### config.mk
export PLATFORM = sky130hd
export DESIGN_NAME = sc_spi_target
export DESIGN_NICKNAME = d
export VERILOG_FILES = /design/src/rtl/sc_spi_target_pkg.sv /design/src/rtl/sc_spi_target_sync.sv /design/src/rtl/sc_spi_target.sv
export SDC_FILE = /design/constraint.sdc
export NUM_CORES = 1
export LEC_CHECK = 0
export CORE_MARGIN = 2
export CORE_UTILIZATION = 46
export CTS_CLUSTER_SIZE = 10
export DETAILED_ROUTE_END_ITERATION = 10
export GPL_TIMING_DRIVEN = 0
export PLACE_DENSITY = 0.71
export SYNTH_ARGS = -nofsm -noshare
export SYNTH_HDL_FRONTEND = slang
export SYNTH_HIERARCHICAL = 1
export SYNTH_SLANG_ARGS = --single-unit
### constraint.sdc
create_clock -name SYSCLK -period 4.9 [get_ports SYSCLK]
set_input_delay 0.49 -clock SYSCLK [delete_from_list [all_inputs] [get_ports SYSCLK]]
set_output_delay 0.49 -clock SYSCLK [all_outputs]
set_load 0.1 [all_outputs]
### src/rtl/sc_spi_target_pkg.sv
// Shared types and helpers for the sc_spi_target SPI target engine.
package sc_spi_target_pkg;

  localparam int PKG_MAX_DWIDTH = 32;
  localparam int POS_W          = $clog2(PKG_MAX_DWIDTH);
  localparam int IDX_W          = POS_W + 1;

  typedef enum logic {
    IDLE   = 1'b0,
    ACTIVE = 1'b1
  } state_t;

  // Bit k of the transfer lives at shifter bit DWIDTH-1-k (MSB first) or k (LSB first).
  function automatic logic [IDX_W-1:0] bit_pos(input logic [IDX_W-1:0] idx,
                                               input logic             border,
                                               input logic [IDX_W-1:0] dwidth);
    return border ? idx : (dwidth - IDX_W'(1) - idx);
  endfunction

endpackage

### src/rtl/sc_spi_target_sync.sv
// Input synchronizers for CSB/SCLK/MOSI plus a registered SCLK edge detector
// (pin-to-edge-event latency SYNC_STAGES+1).
module sc_spi_target_sync #(
  parameter int SYNC_STAGES = 2
) (
  input  logic SYSCLK,
  input  logic SYSRSTB,
  input  logic CSB,
  input  logic SCLK,
  input  logic MOSI,
  output logic CSB_S,
  output logic MOSI_S,
  output logic SCLK_RISE,
  output logic SCLK_FALL
);

  logic [SYNC_STAGES-1:0] csb_ff;
  logic [SYNC_STAGES-1:0] sclk_ff;
  logic [SYNC_STAGES-1:0] mosi_ff;
  logic                   sclk_d;

  always_ff @(posedge SYSCLK) begin
    if (!SYSRSTB) begin
      csb_ff    <= '1;
      sclk_ff   <= '0;
      mosi_ff   <= '0;
      sclk_d    <= 1'b0;
      SCLK_RISE <= 1'b0;
      SCLK_FALL <= 1'b0;
    end else begin
      csb_ff    <= {csb_ff[SYNC_STAGES-2:0], CSB};
      sclk_ff   <= {sclk_ff[SYNC_STAGES-2:0], SCLK};
      mosi_ff   <= {mosi_ff[SYNC_STAGES-2:0], MOSI};
      sclk_d    <= sclk_ff[SYNC_STAGES-1];
      SCLK_RISE <= sclk_ff[SYNC_STAGES-1] & ~sclk_d;
      SCLK_FALL <= ~sclk_ff[SYNC_STAGES-1] & sclk_d;
    end
  end

  assign CSB_S  = csb_ff[SYNC_STAGES-1];
  assign MOSI_S = mosi_ff[SYNC_STAGES-1];

endmodule

### src/rtl/sc_spi_target.sv
// SPI target engine: oversampled CSB/SCLK/MOSI, all CPOL/CPHA modes, one-word TX holding buffer.
// Define SC_SPI_TARGET_WCNT_EN to add the WCOUNT words-per-transaction output.
module sc_spi_target
  import sc_spi_target_pkg::*;
#(
  parameter int SYNC_STAGES = 2,
  parameter int MAX_DWIDTH  = PKG_MAX_DWIDTH
) (
  input  logic                  SYSCLK,
  input  logic                  SYSRSTB,
  input  logic                  ENABLE,
  input  logic                  CPOL,
  input  logic                  CPHA,
  input  logic                  BORDER,
  input  logic [IDX_W-1:0]      DWIDTH,
  input  logic [MAX_DWIDTH-1:0] TXDATA,
  input  logic                  TXVALID,
  output logic                  TXREADY,
  output logic [MAX_DWIDTH-1:0] RXDATA,
  output logic                  RXVALID,
  output logic                  UNDERRUN,
  output logic                  BUSY,
  input  logic                  CSB,
  input  logic                  SCLK,
  input  logic                  MOSI,
  output logic                  MISO,
  output logic                  MISO_OE
`ifdef SC_SPI_TARGET_WCNT_EN
  ,
  output logic [7:0]            WCOUNT
`endif
);

  localparam logic [IDX_W-1:0] DW_MAX = IDX_W'(MAX_DWIDTH);

  state_t                 state, state_next;
  logic                   csb_s, mosi_s, sclk_rise, sclk_fall, csb_q;
  logic                   start, stop, active_run;
  logic                   cpol_q, cpha_q, border_q;
  logic [IDX_W-1:0]       dw_q, dw_in, idx, pos, start_pos;
  logic [MAX_DWIDTH-1:0]  hold_buf, tx_shift, rx_shift, rx_next, load_word;
  logic                   hold_full, accept, load;
  logic                   leading, trailing, sample, drive, word_done;

  sc_spi_target_sync #(.SYNC_STAGES(SYNC_STAGES)) u_sync (
    .SYSCLK    (SYSCLK),
    .SYSRSTB   (SYSRSTB),
    .CSB       (CSB),
    .SCLK      (SCLK),
    .MOSI      (MOSI),
    .CSB_S     (csb_s),
    .MOSI_S    (mosi_s),
    .SCLK_RISE (sclk_rise),
    .SCLK_FALL (sclk_fall)
  );

  always_ff @(posedge SYSCLK) begin
    if (!SYSRSTB) state <= IDLE;
    else          state <= state_next;
  end

  always_comb begin
    state_next = state;
    start      = 1'b0;
    stop       = 1'b0;
    case (state)
      IDLE: if (ENABLE && csb_q && !csb_s) begin
        state_next = ACTIVE;
        start      = 1'b1;
      end
      ACTIVE: if (!ENABLE || csb_s) begin
        state_next = IDLE;
        stop       = 1'b1;
      end
      default: state_next = IDLE;
    endcase
  end

  // DWIDTH of 0 (or anything beyond the shifter) means a full-width word.
  assign dw_in      = (DWIDTH == '0 || DWIDTH > DW_MAX) ? DW_MAX : DWIDTH;
  assign start_pos  = bit_pos('0, BORDER, dw_in);
  assign active_run = (state == ACTIVE) && !stop;
  assign leading    = cpol_q ? sclk_fall : sclk_rise;
  assign trailing   = cpol_q ? sclk_rise : sclk_fall;
  assign sample     = active_run && (cpha_q ? trailing : leading);
  assign drive      = active_run && (cpha_q ? leading : trailing);
  assign word_done  = sample && (idx == dw_q - IDX_W'(1));
  assign load       = start || word_done;
  assign load_word  = hold_full ? hold_buf : '0;
  assign accept     = TXVALID && !hold_full;
  assign TXREADY    = !hold_full;
  assign BUSY       = (state == ACTIVE);

  always_comb begin
    pos     = bit_pos(idx, border_q, dw_q);
    rx_next = rx_shift;
    rx_next[pos[POS_W-1:0]] = mosi_s;
  end

  always_ff @(posedge SYSCLK) begin
    if (!SYSRSTB) begin
      csb_q     <= 1'b1;
      cpol_q    <= 1'b0;
      cpha_q    <= 1'b0;
      border_q  <= 1'b0;
      dw_q      <= DW_MAX;
      idx       <= '0;
      hold_buf  <= '0;
      hold_full <= 1'b0;
      tx_shift  <= '0;
      rx_shift  <= '0;
      RXDATA    <= '0;
      RXVALID   <= 1'b0;
      UNDERRUN  <= 1'b0;
      MISO      <= 1'b0;
      MISO_OE   <= 1'b0;
    end else begin
      csb_q    <= csb_s;
      RXVALID  <= 1'b0;
      UNDERRUN <= 1'b0;
      // A load in the same cycle as an accept takes the old contents.
      if (accept) begin
        hold_buf  <= TXDATA;
        hold_full <= 1'b1;
      end else if (load) begin
        hold_full <= 1'b0;
      end
      if (load) begin
        tx_shift <= load_word;
        UNDERRUN <= !hold_full;
      end
      if (start) begin
        cpol_q   <= CPOL;
        cpha_q   <= CPHA;
        border_q <= BORDER;
        dw_q     <= dw_in;
        idx      <= '0;
        rx_shift <= '0;
        MISO_OE  <= 1'b1;
        if (!CPHA) MISO <= load_word[start_pos[POS_W-1:0]];
      end
      if (stop) begin
        idx     <= '0;
        MISO_OE <= 1'b0;
      end
      if (drive) MISO <= tx_shift[pos[POS_W-1:0]];
      if (sample) begin
        if (word_done) begin
          idx      <= '0;
          rx_shift <= '0;
          RXDATA   <= rx_next;
          RXVALID  <= 1'b1;
        end else begin
          idx      <= idx + IDX_W'(1);
          rx_shift <= rx_next;
        end
      end
    end
  end

`ifdef SC_SPI_TARGET_WCNT_EN
  logic [7:0] wcount_q;

  always_ff @(posedge SYSCLK) begin
    if (!SYSRSTB)                            wcount_q <= '0;
    else if (start)                          wcount_q <= '0;
    else if (word_done && wcount_q != 8'hFF) wcount_q <= wcount_q + 8'd1;
  end

  assign WCOUNT = wcount_q;
`endif

endmodule

# Word-level counts from Yosys, hierarchy flattened
# Index checks and enable logic that the tools add are counted.
# totals
reg_bits,159
input_bits,48
out_inout_bits,38
wordCells,97
# op_classes
addsub,4
n_lt_le_gt_ge,4
eq_ne,2
mux,34
bitwise,6
reduce_logical,25
# ops
operator,count
32-bit 2-to-1 mux,4
32-bit bitwise mux,1
6-bit 2-to-1 mux,5
1-bit 2-to-1 mux,18
"5-bit by 6-bit < comparator with 1-bit output, second input constant",2
1-bit binary-select mux with 5-bit select,2
5-bit 2-to-1 mux,2
1-bit logical AND,8
2-bit AND reduction,4
"6-bit by 1-bit adder with 6-bit output, second input constant",1
6-bit == test,1
"6-bit greater-than comparator, second input constant",1
6-bit zero test,1
2-bit nonzero test,3
"6-bit by 1-bit subtractor with 6-bit output, second input constant",1
1-bit demux with 5-bit select,1
"5-bit by 1-bit >= comparator with 1-bit output, second input constant",1
"5-bit by 1-bit subtractor with 5-bit output, second input constant",1
5-bit subtractor,1
1-bit zero test,4
1-bit inverter,4
1-bit logical OR,3
3-bit nonzero test,1
1-bit AND,2
other kinds (3),3

# Longest topological paths before layout
# Gate-level depths: netlist of run 1.
# logic_depth
ltp_word,11
ltp_mapped,13
mapped_depth_nobuf,11

# Hierarchy
# The synthesis of run 1 kept the hierarchy.
# modules_own_cells
mod,n_inst,cells_per_inst,area_each_um2,seq_area_each_um2
sc_spi_target,1,902,7206.9,3002.9
sc_spi_target_sync,1,18,247.7,180.2

# Worst setup path before layout of run 1
# No wires, ideal clock.
# synth_path
path_type,register to register
from,reg dw_q[0]
to,reg RXDATA[10]
arrival_time_ns,2.833
path_slack_ns,1.945
stages_incl_launch_ff,13
path_buffers,1
period_less_slack_ns,2.955
cell_sequence,dfxtp_1 > inv_1 > ha_1 > inv_1 > ha_1 > nor2b_1 > or4_1 > and3_1 > clkbuf_1 > nor3_2 > and3_1 > mux2i_1 > a21oi_1
# synth_via
elab_chain_cells,8
elab_cells_between_ends,12
cone_classes,add/sub (2); order compare (2); eq/ne (1); mux (4); reduce/logical (3)
# synth_lines
element,line,text
"start, declared",sc_spi_target.sv:40,"logic [IDX_W-1:0] dw_q, dw_in, idx, pos, start_pos;"
"start signal, assigned",sc_spi_target.sv:136,dw_q <= dw_in;
6-bit by 1-bit subtractor with 6-bit output (*),sc_spi_target_pkg.sv:17,return border ? idx : (dwidth - IDX_W'(1) - idx);
5-bit subtractor,sc_spi_target_pkg.sv:17,
5-bit 2-to-1 mux,sc_spi_target_pkg.sv:17,
5-bit by 6-bit < comparator with 1-bit output (not written as such) or 5-bit by 1-bit >= comparator with 1-bit output (tied branches),sc_spi_target.sv:97,rx_next[pos[POS_W-1:0]] = mosi_s;
1-bit logical AND (not written as such),sc_spi_target.sv:97,
1-bit 2-to-1 mux (not written as such),sc_spi_target.sv:97,
1-bit demux with 5-bit select,sc_spi_target.sv:97,
32-bit bitwise mux,sc_spi_target.sv:97,
"end signal, assigned",sc_spi_target.sv:151,RXDATA <= rx_next;
"end, declared",sc_spi_target.sv:19,"output logic [MAX_DWIDTH-1:0] RXDATA,"
# Every way passes the cells marked *; elsewhere a longest branch is shown, timed or not.
# A chain may end at the register's enable or synchronous reset.

# Worst setup path in the final report of run 1
# layout_path
from,reg dw_q[0]
to,reg RXDATA[7]
# The elaborated chain is that of the path after synthesis.

==> results of run 1 <==
==> layer usage <==
layer	vias up	wire length, µm	part of all wire (%)
met5	-	0	0
li1	3455	-	-
met4	0	535	2.7
met3	47	1056	5.2
met1	3206	9622	48
met2	218	8934	44
==> critical path: cells and delay by family (launching register included) <==
family / cells / cell delay [ps]
and+or+nand+nor: 3 / 1090
adders and majority gates: 2 / 790
DFF: 1 / 430
buffers and inverters: 2 / 540
AOI/OAI and AO/OA: 2 / 340
muxes: 1 / 200
xor gates and xnor gates: 1 / 160
==> cell type report <==
class	count	area, µm²
Timing Repair Buffer	84	840.8
Clock inverter	8	105.1
Buffer	69	302.8
Clock buffer	22	474.2
Inverter	12	45.04
Sequential cell	159	3183
Fill cell	1530	6735
Multi-Input combinational cell	680	3929
Tap cell	216	270.3
==> power breakdown <==
group | switching, µW | internal [µW] | total, µW
Combinational | 171 | 97.4 | 268
Clock | 531 | 787 | 1320
Sequential | 19.4 | 1320 | 1330
Total | 721 | 2200 | 2920
==> per-stage QoR <==
stage / hold slack (ps) / instances / worst slack [ps] / power [µW]
after global routing: 422.7 / 1250 / 1104 / 3014
after global placement: 388.5 / 1220 / 1167 / 1622
after CTS: 412.1 / 1250 / 1334 / 2927
after detailed placement: 397.9 / 1220 / 1132 / 1627
after floorplan: 386.3 / 920 / 1945 / 1522
final: 409.7 / 1250 / 1239 / 2921
==> synthesized netlist by cell type (6+ instances only) <==
library cell / number / area share, %
nand2_1: 160 / 8.1
dfxtp_1: 159 / 43
a21oi_1: 145 / 9.7
o21ai_0: 78 / 5.2
nand3_1: 61 / 4.1
mux2i_1: 53 / 7.1
clkbuf_1: 45 / 2.3
nor2_1: 29 / 1.5
and3_1: 20 / 1.7
buf_2: 17 / 1.1
o2bb2ai_1: 16 / 1.9
inv_1: 11 / 0.55
ha_1: 8 / 1.3
nand2b_1: 8 / 0.67
nor2b_1: 8 / 0.67
nor3_1: 7 / 0.47
a211oi_1: 6 / 0.60
nor3_2: 6 / 0.81
xnor2_1: 6 / 0.70
xor2_1: 6 / 0.70
==> registers in the layout, summed over array words and instances (netlist names) <==
register	count
RXDATA	32
hold_buf	32
rx_shift	32
tx_shift	32
dw_q	6
idx	6
u_sync/csb_ff	2
u_sync/mosi_ff	2
u_sync/sclk_ff	2
BUSY	1
MISO	1
MISO_OE	1
RXVALID	1
UNDERRUN	1
border_q	1
cpha_q	1
cpol_q	1
csb_q	1
hold_full	1
u_sync/SCLK_FALL	1
u_sync/SCLK_RISE	1
u_sync/sclk_d	1
==> final timing paths <==
| kind | start | endpoint | cells after the start |
|---|---|---|---|
| worst min register to register | u_sync/csb_ff[0]$_SDFF_PN1_ | u_sync/csb_ff[1]$_SDFF_PN1_ | 1 |
| worst max-delay path | dw_q[0]$_SDFFE_PN0P_ | RXDATA[7]$_SDFFE_PN0P_ | 11 |
| worst min-delay path | u_sync/csb_ff[0]$_SDFF_PN1_ | u_sync/csb_ff[1]$_SDFF_PN1_ | 1 |
| worst max register to register | dw_q[0]$_SDFFE_PN0P_ | RXDATA[7]$_SDFFE_PN0P_ | 11 |
==> cells by family after synthesis <==
logic type,count (synthesis),synth area share [%]
simple gates,329,20.81
xor+xnor,12,1.410
buf+inv,81,4.666
flops,159,42.70
fa+ha+maj,9,1.611
compound gates,270,20.33
mux,60,8.476
==> cells in the final DEF, fill, tap and decap left out, drive strengths merged, types with 6 or more instances in the layout <==
cell	instances
clkdlybuf4s50	84
and2	9
nor2	31
xnor2	6
a21oi	145
ha	8
and3	20
inv	13
nor3	13
nand2b	8
xor2	6
nor2b	8
o2bb2ai	16
nand2	162
clkbuf	67
nand3	61
a211oi	6
mux2i	53
dfxtp	159
o21ai	78
buf	24
==> results_dict.tcl, run 1 <==
set metrics [dict create \
    clock-skew-final_ps 10.60 \
    busiest_layer "met2" \
    firstDrtPassIters 5 \
    finalInstanceArea_um2 9150 \
    power_per_cell_area_nw_per_um2 319.2 \
    outcome "complete, no violations" \
    dieWidth_um 131.3 \
    hp-class "reg2reg" \
    ys_ff_latch 159 \
    grt_pass1_vias 6629 \
    layout_min_cycle_time_ps 3661 \
    wl_per_cell_um 16.12 \
    numPortBuffers 84 \
    core_area_um2 15890 \
    tns_ps 0 \
    root_buffer "clkbuf_16" \
    ant_nets 0 \
    max-vdd-ir-drop_uv 269.4 \
    grt_max_degree 17 \
    grt_use_met2_pct 36.87 \
    std_cell_rows 46 \
    drive_gt1_share_pct 7.157 \
    end_kind "flip-flop" \
    syn_nets 977 \
    setup_viol 0 \
    synth-async-reset-ratio_pct 0 \
    vias 6926 \
    clock_path_buffers 2 \
    critPathMaxStageDelay_ps 660 \
    path_class "reg2reg" \
    cp_max_fo 10 \
    diodes 0 \
    worst_pin_slew_ps 975.8 \
    use_met1_pct 31.91 \
    dpl.hpwl_um 14430 \
    initialDrtViolationCount 517 \
    gr-total-overflow 0 \
    via_per_inst 5.541 \
    ys.flop_type "dfxtp_1" \
    hold_viol 0 \
    cap_viol_max_count 0 \
    grt_pass1_wl_um 33070 \
    worstPathRequired_ps 5210 \
    postCtsSetupRepairBufs 0 \
    syn_avg_cell_area_um2 8.103 \
    place_congestion 0.9279 \
    cts_tree "built" \
    crit_path_top_delay_cell "nor2_1" \
    max_freq_mhz 273.1 \
    start_util_pct 46.93 \
    clkSinkCount 159 \
    antenna_found_initial 0 \
    dpl_cell_area_um2 8566 \
    yosys_warnings 6 \
    cts_resized 0 \
    cts_buffers 17 \
    syn_area_um2 7455 \
    synth_edf_count 0 \
    cts_hold_buffers 0 \
    syn_inst 920 \
    leakage_uw 0.003367 \
    h-tree-depth 4 \
    final_core_util_pct 57.60 \
    gr-usage-met3_pct 4.360 \
    dieArea_um2 17240 \
    area_delta_synth_final_pct 22.74 \
    clkLatencyLatePin_ps 430 \
    rsz0062_at_grt "false" \
    finalWirelength_um 20150 \
    crit_path_cell_trace "inv_1 -> ha_1 -> fa_1 -> xor2_1 -> o21ai_0 -> clkbuf_1 -> nand2_1 -> nor2_1 -> and3_1 -> mux2i_1 -> a21oi_1" \
    track_usage_pct 23.47 \
    maxSlewHeadroom_pct 34.74 \
    clk_pin_slew_ps 60 \
    report.final.slew_viol_count 0 \
    fin_nets 1080 \
    cp.arrival_ps 3970 \
    r2r_slack_ps 1240 \
    route.detailed.drc 0 \
    die_h_um 131.3 \
    startpoint_type "flip-flop" \
    ys_types 56 \
    min_period_over_period_pct 74.72 \
    synth_seq_area_share_pct 42.70 \
    boundaryPins 86 \
]
(Power assumes the default switching activity.)
==> run 2: changes to the inputs <==
Clock period 4.9 ns to 3.84 ns, I/O delays scaled along.
==> results of run 2 <==
The final DEF is identical to that of run 1. Status: complete, no violations.
Main changes from that run: setup slack after placement 1132 ps -> 178.4 ps; setup slack after layout 1239 ps -> 178.7 ps; hold slack 409.7 ps -> 324.5 ps; register-to-register setup slack 1240 ps -> 180 ps; end point of the worst hold path u_sync/csb_ff[1]$_SDFF_PN1_ -> border_q$_SDFFE_PN0P_; total power 2921 µW -> 3727 µW; worst IR drop on VDD 269.4 µV -> 343.8 µV
